File: src/rtl/emm_ddr_32to8.sv
// Unpacks 33-bit {sof, data} record words into the 197-byte record stream.
// Optional saturating framing-error counter on err_cnt when EMM_32TO8_ERRCNT_EN is defined.
module emm_ddr_32to8 #(
   parameter int PAYLOAD_WORDS = 47
) (
   input  logic        clk,
   input  logic        rst,
   input  logic        din_valid,
   input  logic [32:0] din,
   output logic        din_ready,
   output logic        dout_en,
   output logic [7:0]  dout,
   output logic        dout_sof,
   output logic        dout_eof,
   output logic        rec_err
`ifdef EMM_32TO8_ERRCNT_EN
   ,
   output logic [15:0] err_cnt
`endif
);

   localparam logic [5:0] LAST_W = 6'(PAYLOAD_WORDS + 3);

   typedef enum logic {SYNC, EMIT} state_t;

   state_t      state_q, state_d;
   logic [31:0] hold_q, hold_d;
   logic [5:0]  wcnt_q, wcnt_d;
   logic [1:0]  bidx_q, bidx_d;
   logic        en_d, sof_d, eof_d, err_d;
   logic [7:0]  dout_d;
   logic        accept, rec_end;

   // Index of the first (most significant) byte emitted for a word slot.
   function automatic logic [1:0] first_bidx(input logic [5:0] w);
      case (w)
         6'd0:    return 2'd1;
         6'd1:    return 2'd0;
         6'd3:    return 2'd1;
         default: return 2'd3;
      endcase
   endfunction

   // dout_en doubles as "hold_data occupied": bidx is the byte now on dout.
   assign din_ready = !dout_en || (bidx_q == 2'd0);
   assign accept    = din_valid && din_ready;
   assign rec_end   = dout_en && (bidx_q == 2'd0) && (wcnt_q == LAST_W);

   always_comb begin
      state_d = state_q;
      hold_d  = hold_q;
      wcnt_d  = wcnt_q;
      bidx_d  = bidx_q;
      en_d    = 1'b0;
      dout_d  = 8'd0;
      sof_d   = 1'b0;
      eof_d   = 1'b0;
      err_d   = 1'b0;
      if (state_q == EMIT && dout_en && bidx_q != 2'd0) begin
         bidx_d = bidx_q - 2'd1;
         en_d   = 1'b1;
         dout_d = hold_q[{bidx_d, 3'b000} +: 8];
         eof_d  = (wcnt_q == LAST_W) && (bidx_d == 2'd0);
      end else begin
         if (rec_end)
            state_d = SYNC;
         if (accept) begin
            if (din[32]) begin
               // A sof landing on the final byte of word 50 is a clean restart.
               err_d   = (state_q == EMIT) && !rec_end;
               state_d = EMIT;
               wcnt_d  = 6'd0;
               bidx_d  = 2'd1;
               hold_d  = din[31:0];
               en_d    = 1'b1;
               dout_d  = din[15:8];
               sof_d   = 1'b1;
            end else if (state_q == SYNC || rec_end) begin
               err_d   = 1'b1;
               state_d = SYNC;
            end else begin
               wcnt_d = wcnt_q + 6'd1;
               bidx_d = first_bidx(wcnt_d);
               hold_d = din[31:0];
               en_d   = 1'b1;
               dout_d = din[{bidx_d, 3'b000} +: 8];
               eof_d  = (wcnt_d == LAST_W) && (bidx_d == 2'd0);
            end
         end
      end
   end

   always_ff @(posedge clk) begin
      if (rst) begin
         state_q  <= SYNC;
         hold_q   <= '0;
         wcnt_q   <= '0;
         bidx_q   <= '0;
         dout_en  <= 1'b0;
         dout     <= '0;
         dout_sof <= 1'b0;
         dout_eof <= 1'b0;
         rec_err  <= 1'b0;
      end else begin
         state_q  <= state_d;
         hold_q   <= hold_d;
         wcnt_q   <= wcnt_d;
         bidx_q   <= bidx_d;
         dout_en  <= en_d;
         dout     <= dout_d;
         dout_sof <= sof_d;
         dout_eof <= eof_d;
         rec_err  <= err_d;
      end
   end

`ifdef EMM_32TO8_ERRCNT_EN
   always_ff @(posedge clk) begin
      if (rst)
         err_cnt <= '0;
      else if (rec_err && err_cnt != 16'hFFFF)
         err_cnt <= err_cnt + 16'd1;
   end
`endif

endmodule

File: config.mk
export PLATFORM = sky130hd
export DESIGN_NAME = emm_ddr_32to8
export DESIGN_NICKNAME = d
export VERILOG_FILES = /design/src/rtl/emm_ddr_32to8.sv
export SDC_FILE = /design/constraint.sdc
export NUM_CORES = 1
export LEC_CHECK = 0
export ABC_CLOCK_PERIOD_IN_PS = 3900
export BUFFER_PORTS_ARGS = -buffer_cell sky130_fd_sc_hd__buf_2
export CORE_MARGIN = 2
export CORE_UTILIZATION = 30
export CTS_CLUSTER_DIAMETER = 80
export DETAILED_ROUTE_END_ITERATION = 7
export GPL_ROUTABILITY_DRIVEN = 0
export HOLD_SLACK_MARGIN = 0.03
export SLEW_MARGIN = 25
export SYNTH_ARGS = -nofsm -noshare
export SYNTH_HDL_FRONTEND = slang
export SYNTH_SLANG_ARGS = --single-unit
File: constraint.sdc
create_clock -name clk -period 3.9 [get_ports clk]
set_input_delay 0.39 -clock clk [delete_from_list [all_inputs] [get_ports clk]]
set_output_delay 0.39 -clock clk [all_outputs]
set_load 0.05 [all_outputs]
Yosys cells after proc, flatten, opt, wreduce, memory -nomap -nowiden:

Index checks and enable logic that the tools add are counted.
Widths: inputs -> output; s select.

* input bits: 36
* logic and storage cells: 76
* register bits: 53

* equality and inequality tests: 6
* reduce and logical (&&, ||, !) cells: 22
* shifts and indexed selects: 2
* mux-type cells: 32
* add/subtract/negate cells: 2
* bitwise operators: 3

Operators with widths (count)
* $mux 32: 2
* $shiftx 33x6->8: 1
* $mux 8: 4
* $shiftx 32x6->8: 1
* $mux 2: 8
* $mux 1: 15
* $eq 6x6->1 const B: 2
* $mux 6: 2
* $logic_and 1x1->1: 8
* $add 6x1->6 const B: 1
* $eq 6x1->1 const B: 1
* $eq 6x2->1 const B: 1
* $logic_not 2->1: 3
* $logic_not 6->1: 1
* $pmux 2 s2: 1
* $reduce_bool 2->1: 2
* $ne 3x3->1 const B: 1
* $not 1->1: 3
* $reduce_and 3->1: 1
* $reduce_or 3->1: 1
* $logic_not 1->1: 2
* $logic_or 1x1->1: 2
* $ne 2x2->1 const B: 1
* $reduce_and 2->1: 1
* other kinds (2): 2

Depth between registers and ports, before layout:

Gate-level depths: netlist (run 1).

* depth after elaboration: 14
* mapped depth: 12

Worst setup path after synthesis (run 1):

No wires, ideal clock.

* path kind: register to register
* start point: reg bidx_q[0]
* end point: reg wcnt_q[4]
* stages on the path, launching flop included: 12
* library setup time: 0.070 ns
* arrival time: 2.224 ns
* required time: 3.830 ns
* buffers on the path: 1
* path slack: 1.606 ns
* cells stage by stage: dfxtp_1 -> buf_2 -> inv_1 -> ha_1 -> nand2_1 -> o41ai_1 -> ha_1 -> nand2b_1 -> nor2_4 -> nand2_1 -> or4b_1 -> a21oi_1

* word-level cells in the longest chain between the ends: 6
* elaborated cells on any way between the ends: 11
* classes of those cells: 1 x eq/ne; 1 x bitwise; 9 x reduce/logical

RTL lines
* start: declaration: line 29 `logic [1:0] bidx_q, bidx_d;`
* start signal: assignment: line 108 `bidx_q <= bidx_d;`
* $logic_not 2->1: line 45, 47
* $logic_and 1x1->1 (2 in series): line 47 `assign rec_end = dout_en && (bidx_q == 2'd0) && (wcnt_q == LAST_W);`
* $logic_or 1x1->1: line 78 `end else if (state_q == SYNC || rec_end) begin`
* $ne 2x2->1 (no source line)
* $reduce_and 3->1 (no source line) (*)
* end signal: assignment: line 107 `wcnt_q <= wcnt_d;`
* end: declaration: line 28 `logic [5:0] wcnt_q, wcnt_d;`

Every way passes the cells marked *; elsewhere a longest branch is shown, timed or not.
A chain may end at the register's enable or synchronous reset.

Worst setup path after layout (run 1):

* start point: reg wcnt_q[1]
* end point: reg wcnt_q[2]

* word-level cells in the longest chain between the ends: 5
* elaborated cells on any way between the ends: 8
* classes of those cells: 1 x add/sub; 2 x eq/ne; 2 x mux; 3 x reduce/logical

RTL lines
* branches (longest 5 deep; another with $add 6x1->6)

Several ways; the timed one is not identified. The select of a mux whose other input is x is not followed.

==> metrics.txt, run 1 <==
post-synthesis simple-gate area fraction=0.239; Antenna Nets Post-Route=0; clock buffer count from CTS=5; WP data required=4.15 ns; Final Max Slew Viols=0; core area=8680 sq um; Post-DP HPWL=4.82 mm; CP Class=flip-flop to flip-flop; syn nets=354; DRC Markers=0; Synth Area in Adders=0.0328; Compound-Gate Fraction of Synth Area=0.216; Setup crit start kind=flip-flop; post-synth top area share=0.397; worst hold stages=3; Hold Crit Class=primary input to flip-flop; Pleak=1.24 nW; share of cells above drive strength 1=0.228; Iter 0 DRT Violations=145; H-Tree Depth=2; async set-reset flop share out of synthesis=0; yosys warns=0; unrepaired setup endpoints after global routing=false; CTS tree=done; area delta synth->final=15.7%; IO Count=49; final core occ=0.356; non-filler cells in the finished layout=459; Die Y=98.3 um; Synth cell types=48; largest net degree at the start of global routing=40; row cnt=34; grt met2 use=0.229; met3 GRT Util=0.0272; all-layer global routing usage=0.148; Synth Area in XOR/XNOR=0; dominant cells by area after synthesis=dfxtp_1, nand2_1, a21oi_1, mux4_2, a311o_1; ANT cells=0; DR vias=2355; DRT Pass-1 Iters=4; PwrDens=376 nW/um^2; Post-synth EDFFs=0; CP max FO=39; clk buf depth=2; commonest non-fill, non-tap cell in the layout=nand2_1; final-layout fill cell count=947; syn avg cell area=8.59 sq um; status=completed; most used routing layer=met2; Resized cells post-CTS=0; met1 Use GR=0.209; Slew @ Worst Pin=0.734 ns; first-pass GRT wire length=11.4 mm; Fin. Hold Viols=0; grt ovf=0; Worst IR Drop VDD=213 uV; Max Cap Viol=0; Gate Count Post-Synth=311; Die Wd=98.3 um; fin nets=393; number of port buffers=48; post-route setup TNS=0 ns; Cell Area, Synth=2670 sq um; DR vias/cell=5.13; clk sinks=53; post-synthesis sequential area ratio=0.397; Fmax=0.385 GHz; most frequent cells in the layout=nand2_1, dfxtp_1, a21oi_1, buf_2; R2R cell count=9; Final setup viols=0; starting density of the core=0.308; combinational family with the most area after synthesis=simple AND/OR/NAND/NOR gates; worst path arrival time=2.84 ns; cell taking the most area after synthesis=dfxtp_1; initial antenna violation count=0; CTS clock-pin slew for the worst setup and hold paths=0.10 ns; Synth Flop Type=dfxtp_1; die area=9670 sq um; Skew-Pair Late Insertion Delay=0.31 ns; fin crit share=0.666; post-cts hold buffer count=0; Worst Skew=0.00622 ns; min Tclk post-route=2.60 ns; number of global-route vias before repair=2196; flops & latches, synth=53; root buffer cell=clkbuf_8; CP Capture Type=flip-flop; DP Cell Count=451; WL final=6.87 mm; multiplexer share of the synthesized area=0.0675; wire per inst=15.0 um; relative slew slack=0.508; Setup Fix Bufs, Post-CTS=0
==> final cells by class <==
class | count | area (sq um) | area share
repair buffers | 52 | 270 | 0.0874
flip-flops and latches | 53 | 1060 | 0.343
clock inverters | 3 | 43.8 | 0.0142
well taps | 108 | 135 | 0.0437
multi-input cells | 231 | 1490 | 0.481
inverters | 7 | 26.3 | 0.00850
clock buffers | 5 | 68.8 | 0.0223
==> layer usage <==
layer	routed length (um)	vias up
met4	78	0
met1	3280	1095
li1	-	1189
met5	0	-
met3	361	5
met2	3160	66
==> power breakdown <==
part	switching (W)	internal (W)
combinational	0.000119	0.0000752
clock	0.000190	0.000193
sequential	0.0000143	0.000569
==> cell families (layout without fill, tap and decap cells) <==
family | Yosys count | in the layout
compound gates | 86 | 86
fa+ha+maj | 7 | 7
buf+inv | 27 | 67
flops | 53 | 53
mux | 8 | 8
simple gates | 130 | 130
==> worst max-delay path: stages, from the launching register on <==
cell      delay, ns
dfxtp_1        0.52
ha_1           0.28
nand3_1        0.11
o41ai_1        0.45
ha_1           0.21
nand2b_1       0.18
nand2b_1       0.13
buf_4          0.35
o21ai_0        0.16
a21oi_1        0.14
==> path summary, 6_finish.rpt <==
kind / start / to / slack, ns
worst max-delay path: wcnt_q[1] / wcnt_q[2] / 1.30
worst min-delay path: din[23] / hold_q[23] / 0.31
worst max register to register: wcnt_q[1] / wcnt_q[2] / 1.30
worst min register to register: hold_q[0] / hold_q[0] / 0.46
==> registers in the layout (all words and copies together) (netlist names) <==
signal    count
bidx_q        2
dout          8
dout_en       1
dout_eof      1
dout_sof      1
hold_q       32
rec_err       1
state_q       1
wcnt_q        6
==> synthesized netlist by cell type, types with 2 or more instances <==
| master | number |
|---|---|
| a311o_1 | 9 |
| nand2b_1 | 4 |
| and3_1 | 11 |
| o21ai_0 | 4 |
| ha_1 | 7 |
| mux4_2 | 8 |
| clkbuf_1 | 10 |
| nand4_1 | 2 |
| buf_4 | 2 |
| nor2_1 | 11 |
| nor3_1 | 11 |
| o21ai_1 | 2 |
| and3b_1 | 2 |
| buf_2 | 6 |
| inv_2 | 2 |
| nand3_1 | 3 |
| dfxtp_1 | 53 |
| nand2_1 | 71 |
| nor2_4 | 2 |
| inv_1 | 5 |
| a211oi_1 | 2 |
| a21oi_1 | 50 |
| o211ai_1 | 2 |
| a22o_1 | 8 |
==> metrics by stage <==
stage          instance area, sq um  worst slack (ns)  hold slack [ns]  power, W
6_report                       3090              1.30            0.310   0.00116
4_1_cts                        3090              1.31            0.305   0.00118
3_3_place_gp                   2980              1.39            0.440  0.000788
3_5_place_dp                   2980              1.33            0.447  0.000792
5_1_grt                        3090              1.03            0.308   0.00121
2_1_floorplan                  2670              1.61            0.433  0.000729
(Power assumes the default switching activity.)
==> run 2: changes to the inputs <==
ABC_CLOCK_PERIOD_IN_PS = 2650   (was 3900)
clock period = 2.65 ns   (was 3.9 ns; I/O delays follow)
==> run 2 against run 1 <==
Count of clock-buffer cells in the layout is 1 higher. Largest power group unchanged. Utilization increased by 0.058 points. Hold slack lost 0.12 ns. Via count up 1.9%. Die area is the same. Critical path depth increased by 1. Global-route usage up 0.66 points. Worst setup slack got worse by 0.99 ns. Critical endpoint is now wcnt_q[0]. Combinational power is 51% higher. Wire length up 3.6%. Clock power grew 21%. Non-clock buffer count rose by 4.
==> metrics.txt, run 2 (synthesized netlist as in run 1, its figures left out) <==
Post-DP HPWL=4.95 mm (was 4.82 mm); most used routing layer=met2 (unchanged); PwrDens=522 nW/um^2 (was 376 nW/um^2); Resized cells post-CTS=0 (unchanged); biggest regs=hold_q (32), dout (8), wcnt_q (6) (unchanged); Max Cap Viol=0 (unchanged); relative slew slack=0.382 (was 0.508); DR vias=2400 (was 2355); DRT Pass-1 Iters=4 (unchanged); CTS tree=done (unchanged); status=completed (unchanged); Worst Skew=0.00620 ns (was 0.00622 ns); number of port buffers=48 (unchanged); Largest Register=hold_q (unchanged); grt met2 use=0.255 (was 0.229); Setup Fix Bufs, Post-CTS=0 (unchanged); post-route setup TNS=0 ns (unchanged); unrepaired setup endpoints after global routing=false (unchanged); Setup crit start kind=flip-flop (unchanged); clk sinks=53 (unchanged); CTS clock-pin slew for the worst setup and hold paths=0.10 ns (about the same); final core occ=0.357 (was 0.356); starting density of the core=0.308 (unchanged); Die Y=98.3 um (unchanged); total power=0.00162 W (was 0.00116 W); CP max FO=18 (was 39); clock buffer count from CTS=5 (unchanged); root buffer cell=clkbuf_8 (unchanged); Largest register FFs=32 (unchanged); DR vias/cell=5.18 (was 5.13); WP data required=2.83 ns (was 4.15 ns); largest net degree at the start of global routing=45 (was 40); Worst IR Drop VDD=218 uV (was 213 uV); row cnt=34 (unchanged); H-Tree Depth=2 (unchanged); CP Capture Type=flip-flop (unchanged); die area=9670 sq um (unchanged); met1 Use GR=0.208 (was 0.209); min Tclk post-route=2.34 ns (was 2.60 ns); ANT cells=0 (unchanged); met3 GRT Util=0.0222 (was 0.0272); all-layer global routing usage=0.154 (was 0.148); Antenna Nets Post-Route=0 (unchanged); first-pass GRT wire length=12.1 mm (was 11.4 mm); DRC Markers=0 (unchanged); Die Wd=98.3 um (unchanged); Iter 0 DRT Violations=116 (was 145); Hold Crit Class=primary input to flip-flop (unchanged); CP Class=flip-flop to flip-flop (unchanged); area delta synth->final=15.9% (was 15.7%); Skew-Pair Late Insertion Delay=0.30 ns (was 0.31 ns); clk buf depth=2 (unchanged); commonest non-fill, non-tap cell in the layout=nand2_1 (unchanged); Pleak=1.25 nW (was 1.24 nW); Final setup viols=0 (unchanged); number of global-route vias before repair=2406 (was 2196); share of cells above drive strength 1=0.237 (was 0.228); initial antenna violation count=0 (unchanged); fin nets=397 (was 393); Slew @ Worst Pin=0.922 ns (was 0.734 ns); worst path arrival time=2.52 ns (was 2.84 ns); wire per inst=15.4 um (was 15.0 um); fin crit share=0.883 (was 0.666); most frequent cells in the layout=nand2_1, dfxtp_1, a21oi_1, buf_2 (unchanged); post-cts hold buffer count=0 (unchanged); IO Count=49 (unchanged); Final Max Slew Viols=0 (unchanged); core area=8680 sq um (unchanged); Fin. Hold Viols=0 (unchanged); Fmax=0.427 GHz (was 0.385 GHz); grt ovf=0 (unchanged); WL final=7.12 mm (was 6.87 mm)
run 2: changes by cell type in the layout (fill, tap and decap cells not counted):
cell	delta
clkbuf_1	+1
buf_4	+4
dfxtp_2	+1
bufinv_16	-1
dfxtp_1	-1
run 2: cell type report:
| cell class | count | area [sq um] |
|---|---|---|
| fill | 943 | 5580 |
| multi-input combinational | 231 | 1490 |
| sequential | 53 | 1060 |
| timing repair buffer | 56 | 300 |
| tap | 108 | 135 |
| clock buffer | 6 | 72.6 |
| inverter | 7 | 26.3 |
| clock inverter | 2 | 13.8 |
run 2: metal layers:
layer / wire [um] / part of all wire
met2: 3340 / 0.47
met4: 117 / 0.016
met1: 3400 / 0.48
met3: 261 / 0.037
met5: 0 / 0
run 2: report_power, final:
group	internal, W	switching [W]	total [W]
Clock	0.000189	0.000276	0.000465
Sequential	0.000838	0.0000196	0.000857
Combinational	0.000115	0.000179	0.000294
Total	0.00114	0.000474	0.00162
run 2: final timing paths:
kind                                start         end  slack, ns  cells past startpoint
worst max-delay path            wcnt_q[1]   wcnt_q[0]       0.31                     10
worst min-delay path              din[18]  hold_q[18]       0.19                      3
worst max register to register  wcnt_q[1]   wcnt_q[0]       0.31                     10
worst min register to register  hold_q[3]   hold_q[3]       0.46                      2
run 2: per-stage QoR:
stage	instance area, sq um	setup WS (ns)	hold slack, ns	cells
after floorplan	2670	0.356	0.401	311
after global routing	3100	0.0767	0.177	463
final	3100	0.311	0.190	463
after detailed placement	3010	0.204	0.445	455
after CTS	3090	0.184	0.180	463
after global placement	3010	0.284	0.440	455
run 2: critical path: stages, from the launching register on:
cell and delay (ns):
dfxtp_2 0.43, ha_1 0.22, nand3_1 0.11, o41ai_1 0.43, ha_1 0.21, nand2b_1 0.18
nand2b_1 0.16, buf_4 0.23, nor3_1 0.07, a21oi_1 0.11, nor2_1 0.05
